### src/rtl/sprite_pkg.sv
// Shared types and helpers for the animated sprite-frame selector.
package sprite_pkg;
  typedef enum logic {STAND = 1'b0, WALK = 1'b1} state_t;

  localparam logic DIR_BACK  = 1'b0;
  localparam logic DIR_FRONT = 1'b1;

  // Flattened slot number for a direction and frame (0 = stand, 1..n_walk = walk).
  function automatic int unsigned slot_index(input logic dir, input int unsigned f,
                                             input int unsigned n_walk);
    return (dir ? (n_walk + 1) : 0) + f;
  endfunction
endpackage

### src/rtl/sprite_anim_seq.sv
// Walk-cycle sequencer: stand/walk FSM, frame hold counter, walk index and
// tick-latched direction, reduced to the slot index that drives the pixel mux.
module anim_seq
  import sprite_pkg::*;
#(
  parameter int N_WALK          = 3,
  parameter int TICKS_PER_FRAME = 6,
  parameter int SEL_W           = $clog2(2*(N_WALK+1))
) (
  input  logic             clk25,
  input  logic             rst_n,
  input  logic             tick,
  input  logic             walk,
  input  logic             face_front,
  output logic [SEL_W-1:0] frame_sel,
  output logic             dir_q
);
  localparam int IDX_W = $clog2(N_WALK+1);
  localparam int CNT_W = $clog2(TICKS_PER_FRAME) + 1;

  state_t           r_state, w_state_nxt;
  logic [IDX_W-1:0] r_idx, w_idx_nxt;
  logic [CNT_W-1:0] r_cnt, w_cnt_nxt;
  logic             r_dir, w_dir_nxt;
  int unsigned      w_f;

  always_ff @(posedge clk25 or negedge rst_n) begin
    if (!rst_n) begin
      r_state <= STAND;
      r_idx   <= IDX_W'(1);
      r_cnt   <= '0;
      r_dir   <= DIR_BACK;
    end else begin
      r_state <= w_state_nxt;
      r_idx   <= w_idx_nxt;
      r_cnt   <= w_cnt_nxt;
      r_dir   <= w_dir_nxt;
    end
  end

  always_comb begin
    w_state_nxt = r_state;
    w_idx_nxt   = r_idx;
    w_cnt_nxt   = r_cnt;
    w_dir_nxt   = r_dir;
    if (tick) begin
      w_dir_nxt = face_front;
      case (r_state)
        STAND: if (walk) begin
          w_state_nxt = WALK;
          w_idx_nxt   = IDX_W'(1);
          w_cnt_nxt   = '0;
        end
        WALK: if (!walk) begin
          w_state_nxt = STAND;
          w_idx_nxt   = IDX_W'(1);
          w_cnt_nxt   = '0;
        end else if (r_cnt == CNT_W'(TICKS_PER_FRAME-1)) begin
          // Frame hold expired: advance, wrapping back to the first walk frame.
          w_cnt_nxt = '0;
          w_idx_nxt = (r_idx == IDX_W'(N_WALK)) ? IDX_W'(1) : r_idx + 1'b1;
        end else begin
          w_cnt_nxt = r_cnt + 1'b1;
        end
        default: w_state_nxt = STAND;
      endcase
    end
  end

  always_comb begin
    w_f = (r_state == WALK) ? int'(r_idx) : 0;
  end

  assign frame_sel = SEL_W'(slot_index(r_dir, w_f, N_WALK));
  assign dir_q     = r_dir;
endmodule

### src/rtl/sprite_anim_mux.sv
// Animated sprite-frame selector with registered pixel output.
// Optional ANIM_FREEZE_EN adds a freeze input that masks the animation tick.
module sprite_anim_mux
  import sprite_pkg::*;
#(
  parameter int PIX_W           = 8,
  parameter int N_WALK          = 3,
  parameter int TICKS_PER_FRAME = 6,
  localparam int N_SLOT         = 2*(N_WALK+1),
  localparam int SEL_W          = $clog2(N_SLOT)
) (
  input  logic                    clk25,
  input  logic                    rst_n,
`ifdef ANIM_FREEZE_EN
  input  logic                    freeze,
`endif
  input  logic                    tick,
  input  logic                    walk,
  input  logic                    face_front,
  input  logic [N_SLOT*PIX_W-1:0] pix_in,
  output logic [PIX_W-1:0]        pix_out,
  output logic [SEL_W-1:0]        frame_sel,
  output logic                    dir_q
);
  logic             w_tick;
  logic [SEL_W-1:0] w_sel;

`ifdef ANIM_FREEZE_EN
  assign w_tick = tick & ~freeze;
`else
  assign w_tick = tick;
`endif

  anim_seq #(
    .N_WALK          (N_WALK),
    .TICKS_PER_FRAME (TICKS_PER_FRAME),
    .SEL_W           (SEL_W)
  ) u_seq (
    .clk25      (clk25),
    .rst_n      (rst_n),
    .tick       (w_tick),
    .walk       (walk),
    .face_front (face_front),
    .frame_sel  (w_sel),
    .dir_q      (dir_q)
  );

  always_ff @(posedge clk25 or negedge rst_n) begin
    if (!rst_n) pix_out <= '0;
    else        pix_out <= pix_in[w_sel*PIX_W +: PIX_W];
  end

  assign frame_sel = w_sel;
endmodule

### config.mk
export PLATFORM = sky130hd
export DESIGN_NAME = sprite_anim_mux
export DESIGN_NICKNAME = d
export VERILOG_FILES = /design/src/rtl/sprite_pkg.sv /design/src/rtl/sprite_anim_seq.sv /design/src/rtl/sprite_anim_mux.sv
export SDC_FILE = /design/constraint.sdc
export NUM_CORES = 1
export LEC_CHECK = 0
export ABC_AREA = 1
export CAP_MARGIN = 10
export CORE_MARGIN = 4
export CORE_UTILIZATION = 39
export CTS_BUF_LIST = sky130_fd_sc_hd__clkbuf_16
export DETAILED_ROUTE_END_ITERATION = 12
export HOLD_SLACK_MARGIN = 0.12
export PLACE_DENSITY = 0.86
export SLEW_MARGIN = 10
export SYNTH_ARGS = -nofsm -noshare
export SYNTH_HDL_FRONTEND = slang
export SYNTH_SLANG_ARGS = --single-unit
### constraint.sdc
create_clock -name clk25 -period 2.2 [get_ports clk25]
set_input_delay 0.66 -clock clk25 [delete_from_list [all_inputs] [get_ports clk25]]
set_output_delay 0.66 -clock clk25 [all_outputs]
set_load 0.02 [all_outputs]
==> key figures, run 1 <==
Clocking
  – # Post-CTS Setup Buffers: 0
  – # hold bufs at CTS: 0
  – CTS clk-pin slew, worst paths: around 0.050 ns
  – Clk sink count: 16
  – Root Driver: clkbuf_16
  – Skew-Pair Late Insertion Delay: ~0.24 ns
  – TritonCTS Buffers: 3
  – Clock Tree Buf Depth: 2
  – H-tree levels: 1
  – PostCTS Resize Cnt: 0
  – CTS tree: built

Global routing
  – First-pass GRT wire length: around 8000 um
  – Global route total overflow: 0
  – Vias in the first global route: between 1500 and 2000
  – GRT Overall Usage: 0.189
  – Initial antenna violation count: 0
  – Largest net degree at the start of global routing: 35

Drt
  – Met1 Wirelength: about 2000 um
  – DR WL/cell: 11.9 um
  – Wire length on met2: about 2500 um
  – Vias post-DR: 1883
  – Antenna viol nets, final: 0
  – DRC: 0
  – Total Wirelength: roughly 4800 um
  – Via density: 4.68
  – Top Metal Used: met4
  – Pre-antenna DRT Iters: 4
  – Drt initial violations: around 140
  – Metal3 WL: ~340 um

Power and ir drop
  – P_int: about 0.90 mW
  – Sequential share of power: 0.281
  – Worst VDD drop: 289 uV
  – P_leak: about 1.4 nW
  – PwrDens: between 500 and 600 nW/um2
  – Power share of the combinational group: 0.466
  – Sw Ratio: 0.351
  – Net Sw Power: between 0.4 and 0.5 mW
  – Clock group share of total power: 0.254

Timing
  – Slew headroom: 0.763
  – Skew final: roughly 0.00085 ns
  – Final min period: 2.11 ns
  – Worst Tran Pin Value: roughly 0.36 ns
  – Final hold violation count: 0
  – Setup TNS Final: 0 ns
  – Fmax: approximately 0.47 GHz
  – Final Max Slew Viols: 0
  – Final period utilization: 0.960
  – # setup viols final: 0
  – RSZ-0062 raised after global routing: no

Die
  – Die H: around 71 um
  – Core area: between 3000 and 4000 um2
  – I/O Pins: between 80 and 90
  – Initial core utilization: 0.413
  – Die ar.: between 5000 and 6000 um2
  – Num rows: 22
  – Die X: about 71 um

Layout
  – Storage element area: about 400 um2
  – Util after Layout: 0.655
  – Filler cell count: 334
  – Synthesis-to-layout area growth: 58.6%
  – Ratio of cells with drive above 1 in the final layout: 0.0480
  – Diodes inserted: 0
  – Multi-input logic area: around 780 um2
  – Layout Nets: approximately 430

Critical path
  – Reg2reg start: u_seq.r_idx[0]
  – Required time of the critical path: 1.54 ns
  – Worst Setup End Kind: primary output
  – Critical Setup Path Class: flip-flop to primary output
  – R2R setup slack: around 0.56 ns
  – Arrival time at the worst endpoint: around 1.5 ns
  – Reg2reg path depth: 4
  – Crit Path Max Fanout: 5
  – FF-to-FF End: u_seq.r_idx[1]
  – Critical Path Start Type: flip-flop

Synth
  – Syn Std Cell Area: approximately 1600 um2
  – Mapped Cells: around 280
  – Net count after synthesis: ~350
  – Yosys reg bits: 16
  – Register area share after synthesis: 0.258
  – Yosys cell types: 19
  – Avg Inst Size Synth: between 5 and 6 um2
  – Yosys Warn Count: 0

Placement
  – Post-DP HPWL: roughly 3800 um
  – GPL Wtd Cong: 0.930
  – Buffers on Ports: 80

Hold path
  – Worst Min Path Start: u_seq.r_idx[1]
  – Min-Delay Path Depth: 2
  – Hold EP: u_seq.r_idx[1]
  – Worst min path class: flip-flop to flip-flop

Status
  – Outcome: completed

Flow run
  – Max-cap violations: 0
-- placed cells by master, fill, tap and decap left out, drive strengths merged --
cell type | netlist | final
o22ai | 1 | 1
dfrtp | 15 | 15
dfstp | 1 | 1
buf | 15 | 9
clkinv | 1 | 2
nand3 | 68 | 68
clkbuf | 0 | 3
nor2 | 4 | 4
inv | 73 | 73
o21ai | 4 | 4
nand2 | 86 | 86
or2 | 1 | 1
ha | 3 | 3
clkdlybuf4s50 | 0 | 79
dlymetal6s2s | 0 | 1
a21oi | 4 | 4
-- cell usage after synthesis --
cell / number / share of area
o21ai_0: 2 / 0.0064
dfrtp_1: 15 / 0.24
nand2_2: 1 / 0.0040
ha_1: 3 / 0.024
nand3_1: 68 / 0.22
a21oi_1: 4 / 0.013
o21ai_1: 2 / 0.0064
buf_4: 4 / 0.019
or2_2: 1 / 0.0040
o22ai_1: 1 / 0.0040
buf_6: 2 / 0.014
nand2_1: 84 / 0.20
clkinv_1: 1 / 0.0024
inv_1: 72 / 0.17
dfstp_2: 1 / 0.017
buf_2: 9 / 0.029
inv_4: 1 / 0.0040
nand2_4: 1 / 0.0072
nor2_1: 4 / 0.0096
-- per-stage QoR --
step                hold WS [ns]  area [um2]  total power [mW]  instances  worst slack (ns)
floorplan                  0.364        1560             0.757        276             0.496
global placement           0.520        2390              1.01        398             0.305
detailed placement         0.561        2390              1.04        398             0.276
CTS                        0.582        2470              1.39        402            0.0435
global route               0.610        2470              1.48        402            0.0555
finish                     0.587        2470              1.38        402            0.0870
-- kinds of logic after synthesis --
group / count (synthesis) / share of synthesized area
simple gates: 159 / 0.446
flops: 16 / 0.258
buf+inv: 89 / 0.243
fa+ha+maj: 3 / 0.0241
compound gates: 9 / 0.0297
-- critical path: stages, from the launching register on --
cell,delay (ns)
dfrtp_1,0.46
nand2_4,0.08
inv_4,0.05
clkdlybuf4s50_1,0.61
-- state kept, by name, indices dropped and copies added (netlist names) --
name	flops
u_seq.r_state	1
pix_out	8
u_seq.dir_q	1
u_seq.r_cnt	4
u_seq.r_idx	2
-- power by group through the flow --
stage,Combinational (mW),Sequential [mW],Clock [mW]
CTS,0.647,0.389,0.354
finish,0.644,0.388,0.351
floorplan,0.331,0.426,0
global placement,0.624,0.390,0
detailed placement,0.644,0.393,0
global route,0.714,0.397,0.373
-- layout make-up --
class                   count  area share
inverters                  74       0.113
repair buffers             89       0.353
clock buffers               3      0.0304
clock inverters             1     0.00152
well taps                  48      0.0243
flip-flops and latches     16       0.163
multi-input cells         171       0.315
-- worst max-delay path by stage --
stage	startpoint	to	slack, ns	cells past startpoint
2_1_floorplan	u_seq.r_idx[0]	frame_sel[0]	0.50	4
3_3_place_gp	tick	u_seq.r_idx[1]	0.31	6
3_5_place_dp	tick	u_seq.r_idx[1]	0.28	6
4_1_cts	u_seq.r_idx[0]	frame_sel[0]	0.04	3
5_1_grt	u_seq.r_state	frame_sel[1]	0.06	3
6_report	u_seq.r_state	frame_sel[1]	0.09	3
-- layer usage --
| layer | up-vias | global-route usage |
|---|---|---|
| li1 | 975 | - |
| met1 | 830 | 0.237 |
| met2 | 76 | 0.335 |
| met3 | 2 | 0.0256 |
| met4 | 0 | 0.0585 |
| met5 | - | 0 |
Power figures use the tool's default switching activity.
==> run 2: changes to the inputs <==
--- a/config.mk
+++ b/config.mk
@@ -7,12 +7,13 @@
 export LEC_CHECK = 0
 export ABC_AREA = 1
 export CAP_MARGIN = 10
+export CORE_ASPECT_RATIO = 1.25
 export CORE_MARGIN = 4
-export CORE_UTILIZATION = 39
+export CORE_UTILIZATION = 43
 export CTS_BUF_LIST = sky130_fd_sc_hd__clkbuf_16
 export DETAILED_ROUTE_END_ITERATION = 12
 export HOLD_SLACK_MARGIN = 0.12
-export PLACE_DENSITY = 0.86
+export PLACE_DENSITY = 0.93
 export SLEW_MARGIN = 10
 export SYNTH_ARGS = -nofsm -noshare
 export SYNTH_HDL_FRONTEND = slang
==> key figures, run 2 (same netlist as run 1, synthesis figures left out) <==
Critical path
  – Critical Setup Path Class: flip-flop to primary output
  – Reg2reg start: u_seq.r_idx[0]
  – Reg2reg path depth: 4 (unchanged)
  – FF-to-FF End: u_seq.r_idx[1]
  – Crit path to: frame_sel[0]
  – Stages on worst setup path: 3 (unchanged)
  – Arrival time at the worst endpoint: 1.49 ns (+0.04 ns)
  – Cell family with most CP delay: buffers and inverters
  – Critical Path Start Type: flip-flop
  – Crit-path slowest cell: clkdlybuf4s50_1
  – WP buf/inv: 2 (unchanged)
  – Crit Path Max Fanout: 2 (-3)
  – Cell Chain, Critical Path: nand2_2 > inv_1 > clkdlybuf4s50_1
  – Worst path max stage delay: 0.60 ns (about the same)
  – Crit. Startpoint: u_seq.r_idx[0]
  – R2R setup slack: 0.54 ns (-0.02 ns)
  – Worst Setup End Kind: primary output
  – Required time of the critical path: 1.54 ns (about the same)

Die
  – I/O Pins: 81 (unchanged)
  – Initial core utilization: 0.447 (+0.0341)
  – Core area: 3480 um2 (-7.6%)
  – Die H: 75.3 um (+5.8%)
  – Die X: 61.8 um (-13%)
  – Die ar.: 4660 um2 (-8.2%)
  – Num rows: 24 (+9.1%)

Clocking
  – H-tree levels: 1 (unchanged)
  – PostCTS Resize Cnt: 0 (unchanged)
  – # Post-CTS Setup Buffers: 0 (unchanged)
  – CTS clk-pin slew, worst paths: 0.05 ns (about the same)
  – # hold bufs at CTS: 0 (unchanged)
  – TritonCTS Buffers: 3 (unchanged)
  – Clock Tree Buf Depth: 2 (unchanged)
  – Root Driver: clkbuf_16
  – CTS tree: built
  – Clk sink count: 16 (unchanged)
  – Skew-Pair Late Insertion Delay: 0.25 ns (about the same)

Layout
  – Ratio of cells with drive above 1 in the final layout: 0.0453 (-0.00270)
  – Max reg flops: 8 (unchanged)
  – Commonest cells after routing, fill and taps aside: nand2_1 (84), clkdlybuf4s50_1 (80), inv_1 (72), nand3_1 (68), dfrtp_1 (15)
  – Filler cell count: 319 (-4.5%)
  – Storage element area: 402 um2 (unchanged)
  – Largest register by flop count: pix_out
  – Diodes inserted: 0 (unchanged)
  – Design Area, Final: 2450 um2 (-0.86%)
  – Commonest non-fill, non-tap cell in the layout: nand2_1
  – Non-Filler Instances: 392 (-2.5%)
  – Multi-input logic area: 778 um2 (unchanged)
  – Largest regs: pix_out (8), u_seq.r_cnt (4), u_seq.r_idx (2)
  – Synthesis-to-layout area growth: 57.2%
  – Layout Nets: 426 (-0.23%)

Drt
  – Antenna viol nets, final: 0 (unchanged)
  – DR WL/cell: 12.4 um (+3.8%)
  – Met1 Wirelength: 1740 um (-11%)
  – Drt initial violations: 99 (-30%)
  – Vias post-DR: 1950 (+3.6%)
  – Total Wirelength: 4850 um (+1.3%)
  – Via density: 4.97 (+6.2%)
  – DRC: 0 (unchanged)
  – Top Metal Used: met4
  – Pre-antenna DRT Iters: 4 (unchanged)
  – Metal3 WL: 296 um (-12%)
  – Wire length on met2: 2560 um (+4.1%)

Global routing
  – First-pass GRT wire length: 7560 um (-3.0%)
  – Vias in the first global route: 1800 (+2.4%)
  – Global route total overflow: 0 (unchanged)
  – Initial antenna violation count: 0 (unchanged)
  – GRT Overall Usage: 0.216 (+0.0263)
  – Largest net degree at the start of global routing: 35 (unchanged)

Status
  – Outcome: completed

Timing
  – Final period utilization: 0.977 (+0.0163)
  – Setup TNS Final: 0 ns (unchanged)
  – Worst Tran Pin Value: 0.344 ns (-0.0119 ns)
  – Final min period: 2.15 ns (+0.0359 ns)
  – Skew final: 0.000986 ns (+0.000132 ns)
  – Fmax: 0.465 GHz (-1.7%)
  – RSZ-0062 raised after global routing: no
  – Final hold violation count: 0 (unchanged)
  – # setup viols final: 0 (unchanged)
  – Final Max Slew Viols: 0 (unchanged)
  – Setup WS post-layout: 0.0510 ns (-0.0359 ns)
  – Slew headroom: 0.771 (+0.00794)

Power and ir drop
  – P_leak: 1.39 nW (-1.4%)
  – Worst VDD drop: 856 uV (+200%)
  – PwrDens: 564 nW/um2 (+0.73%)
  – Total power: 1.38 mW (-0.14%)

Flow run
  – Max-cap violations: 0 (unchanged)

Hold path
  – Worst min path class: flip-flop to flip-flop
  – Min-Delay Path Depth: 2 (unchanged)

Placement
  – Place WS: 0.232 ns (-0.0448 ns)
  – Post-placement cell count: 388 (-2.5%)
  – Post-DP Area: 2370 um2 (-0.79%)
  – GPL Wtd Cong: 0.848 (-8.8%)
  – Buffers on Ports: 80 (unchanged)
  – Post-DP HPWL: 3910 um (+2.2%)
## run 2: cell types whose count changed in the layout (fill, tap and decap cells not counted)
cell	before	now
buf_4	9	8
clkdlybuf4s50_1	79	80
dlymetal6s2s_1	1	0
## run 2: worst register-to-register path: cells and delay by family (launching register included)
| family | cells | cell delay [ns] |
|---|---|---|
| buffers and inverters | 1 | 0.32 |
| flip-flops | 1 | 0.53 |
| adder cells (fa/ha/maj) | 1 | 0.30 |
| AO/OA/AOI/OAI | 1 | 0.14 |
| AND/OR/NAND/NOR | 1 | 0.30 |
## run 2: worst min-delay path by stage
stage	from	endpoint	slack, ns
4_1_cts	u_seq.r_cnt[3]	u_seq.r_cnt[3]	0.55
5_1_grt	u_seq.dir_q	pix_out[4]	0.60
3_5_place_dp	u_seq.dir_q	pix_out[4]	0.54
3_3_place_gp	u_seq.dir_q	pix_out[4]	0.52
2_1_floorplan	rst_n	pix_out[0]	0.36
6_report	u_seq.dir_q	pix_out[4]	0.55
## run 2: final cells by class
| cell class | instances | area share |
|---|---|---|
| well taps | 39 | 0.0199 |
| flip-flops and latches | 16 | 0.164 |
| clock inverters | 1 | 0.00153 |
| inverters | 74 | 0.114 |
| clock buffers | 3 | 0.0307 |
| multi-input cells | 171 | 0.318 |
| repair buffers | 88 | 0.352 |
## run 2: report_power, final
group          switching, mW  leakage [nW]  total [mW]  internal, mW
Combinational          0.336          1.15       0.638         0.302
Sequential            0.0344         0.197       0.388         0.354
Clock                  0.115        0.0385       0.356         0.241
Total                  0.485          1.39        1.38         0.897
## run 2: stage by stage
step / hold slack (ns) / utilization
6_report: 0.550 / 0.703
5_1_grt: 0.598 / 0.703
4_1_cts: 0.554 / 0.703
3_5_place_dp: 0.540 / 0.680
3_3_place_gp: 0.519 / 0.680
2_1_floorplan: 0.364 / -
## run 2: layer usage
metal	GRT usage	up-vias
met1	0.240	864
met4	0.120	0
met3	0.0102	25
met2	0.398	86
li1	-	975
met5	0	-
==> run 3: changes to the inputs <==
--- a/config.mk
+++ b/config.mk
@@ -7,9 +7,11 @@
 export LEC_CHECK = 0
 export ABC_AREA = 1
 export CAP_MARGIN = 10
+export CELL_PAD_IN_SITES_DETAIL_PLACEMENT = 0
+export CELL_PAD_IN_SITES_GLOBAL_PLACEMENT = 2
 export CORE_ASPECT_RATIO = 1.25
 export CORE_MARGIN = 4
-export CORE_UTILIZATION = 43
+export CORE_UTILIZATION = 20
 export CTS_BUF_LIST = sky130_fd_sc_hd__clkbuf_16
 export DETAILED_ROUTE_END_ITERATION = 12
 export HOLD_SLACK_MARGIN = 0.12
==> key figures, run 3 (same netlist as run 1, synthesis figures left out) <==
Layout
  – Commonest cells after routing, fill and taps aside: nand2_1 (84), clkdlybuf4s50_1 (80), inv_1 (73), nand3_1 (68), dfrtp_1 (15)
  – Synthesis-to-layout area growth: 61.4%
  – Diodes inserted: 0 (unchanged)
  – Ratio of cells with drive above 1 in the final layout: 0.0453 (unchanged)
  – Commonest non-fill, non-tap cell in the layout: nand2_1
  – Layout Nets: 426 (unchanged)
  – Largest register by flop count: pix_out
  – Max reg flops: 8 (unchanged)
  – Largest regs: pix_out (8), u_seq.r_cnt (4), u_seq.r_idx (2)
  – Filler cell count: 841 (+160%)
  – Design Area, Final: 2510 um2 (+2.7%)

Die
  – Num rows: 35 (+46%)
  – Initial core utilization: 0.208 (-0.239)
  – Die ar.: 9270 um2 (+99%)
  – Die X: 86.9 um (+41%)
  – Die H: 107 um (+42%)
  – I/O Pins: 81 (unchanged)
  – Core area: 7490 um2 (+110%)

Critical path
  – WP buf/inv: 2 (unchanged)
  – Arrival time at the worst endpoint: 1.50 ns (about the same)
  – Cell Chain, Critical Path: nand2_2 > inv_1 > clkdlybuf4s50_1
  – Crit Path Max Fanout: 2 (unchanged)
  – Worst Setup End Kind: primary output
  – Worst path max stage delay: 0.59 ns (about the same)
  – Cell family with most CP delay: buffers and inverters
  – R2R setup slack: 0.52 ns (-0.02 ns)
  – Critical Setup Path Class: flip-flop to primary output
  – Required time of the critical path: 1.54 ns (about the same)
  – Critical Path Start Type: flip-flop
  – Crit-path slowest cell: clkdlybuf4s50_1

Global routing
  – Global route total overflow: 0 (unchanged)
  – First-pass GRT wire length: 8300 um (+9.9%)
  – GRT Overall Usage: 0.113 (-0.102)
  – Vias in the first global route: 1794 (-0.33%)
  – Initial antenna violation count: 0 (unchanged)
  – Largest net degree at the start of global routing: 35 (unchanged)

Placement
  – Buffers on Ports: 80 (unchanged)
  – Post-DP HPWL: 4270 um (+9.1%)
  – Post-DP Area: 2440 um2 (+2.8%)
  – GPL Wtd Cong: 0.843 (-0.65%)

Timing
  – # setup viols final: 0 (unchanged)
  – Final Max Slew Viols: 0 (unchanged)
  – Skew final: 0.00687 ns (+0.00589 ns)
  – Worst Tran Pin Value: 0.374 ns (+0.0307 ns)
  – Slew headroom: 0.750 (-0.0205)
  – Setup TNS Final: 0 ns (unchanged)
  – Final min period: 2.16 ns (+0.00824 ns)
  – RSZ-0062 raised after global routing: no
  – Final hold violation count: 0 (unchanged)
  – Fmax: 0.464 GHz (-0.38%)
  – Final period utilization: 0.981 (+0.00374)

Power and ir drop
  – Worst VDD drop: 240 uV (-72%)
  – P_leak: 1.39 nW (+0.27%)
  – PwrDens: 553 nW/um2 (-2.0%)

Drt
  – Vias post-DR: 1849 (-5.2%)
  – Pre-antenna DRT Iters: 4 (unchanged)
  – Total Wirelength: 5240 um (+8.0%)
  – Antenna viol nets, final: 0 (unchanged)
  – DR WL/cell: 11.8 um (-4.9%)
  – Drt initial violations: 81 (-18%)
  – Via density: 4.16 (-16%)
  – DRC: 0 (unchanged)

Clocking
  – TritonCTS Buffers: 3 (unchanged)
  – Clk sink count: 16 (unchanged)
  – # Post-CTS Setup Buffers: 0 (unchanged)
  – Clock Tree Buf Depth: 2 (unchanged)
  – H-tree levels: 1 (unchanged)
  – CTS clk-pin slew, worst paths: 0.04 ns (about the same)
  – Skew-Pair Late Insertion Delay: 0.25 ns (about the same)
  – PostCTS Resize Cnt: 0 (unchanged)
  – Root Driver: clkbuf_16
  – # hold bufs at CTS: 0 (unchanged)
  – CTS tree: built

Status
  – Outcome: completed

Flow run
  – Max-cap violations: 0 (unchanged)

Hold path
  – Worst min path class: flip-flop to flip-flop
run 3: cell types whose count changed in the layout (fill, tap and decap cells not counted):
cell and delta:
inv_1 +1, clkinv_1 -1
run 3: routing by layer:
metal	global-route usage	wire length [um]	share of wire	up-vias
met2	0.189	2470	0.47	80
met5	0	0	0	-
met1	0.146	2290	0.44	785
li1	-	-	-	977
met3	0.0123	382	0.073	7
met4	0.0457	104	0.020	0
run 3: worst paths after layout:
| check | start | endpoint | cells after the start |
|---|---|---|---|
| worst max-delay path | u_seq.r_idx[0] | frame_sel[0] | 3 |
| worst min-delay path | u_seq.r_cnt[3] | u_seq.r_cnt[3] | 2 |
| worst max register to register | u_seq.r_idx[0] | u_seq.r_idx[1] | 4 |
| worst min register to register | u_seq.r_cnt[3] | u_seq.r_cnt[3] | 2 |
| max in group asynchronous | rst_n | u_seq.r_idx[0] | 2 |
| min in group asynchronous | rst_n | u_seq.dir_q | 2 |
run 3: per-stage QoR:
step	setup slack [ns]	power (mW)	hold WS [ns]	utilization	std cells
final	0.0428	1.39	0.547	0.336	445
after global routing	0.0167	1.49	0.603	0.336	445
after CTS	0.0295	1.41	0.550	0.336	445
after detailed placement	0.264	1.05	0.541	0.325	441
after global placement	0.290	1.04	0.525	0.325	441
after floorplan	0.496	0.757	0.364	-	276
run 3: worst register-to-register path, stage by stage (launching register included):
cell and delay (ns):
dfstp_2 0.54, buf_4 0.34, ha_1 0.30, or2_2 0.29
o21ai_1 0.14
run 3: area by class of cell:
cell class	instances	area, um2	share of cell area
clock buffer	3	75.1	0.0299
sequential	16	402	0.160
inverter	74	280	0.111
clock inverter	1	3.75	0.00149
timing repair buffer	88	861	0.342
tap	92	115	0.0458
multi-input combinational	171	778	0.309
run 3: report_power, final:
group          switching, mW  internal (mW)
logic                  0.342          0.301
clock network          0.114          0.241
registers             0.0394          0.354
total                  0.495          0.896
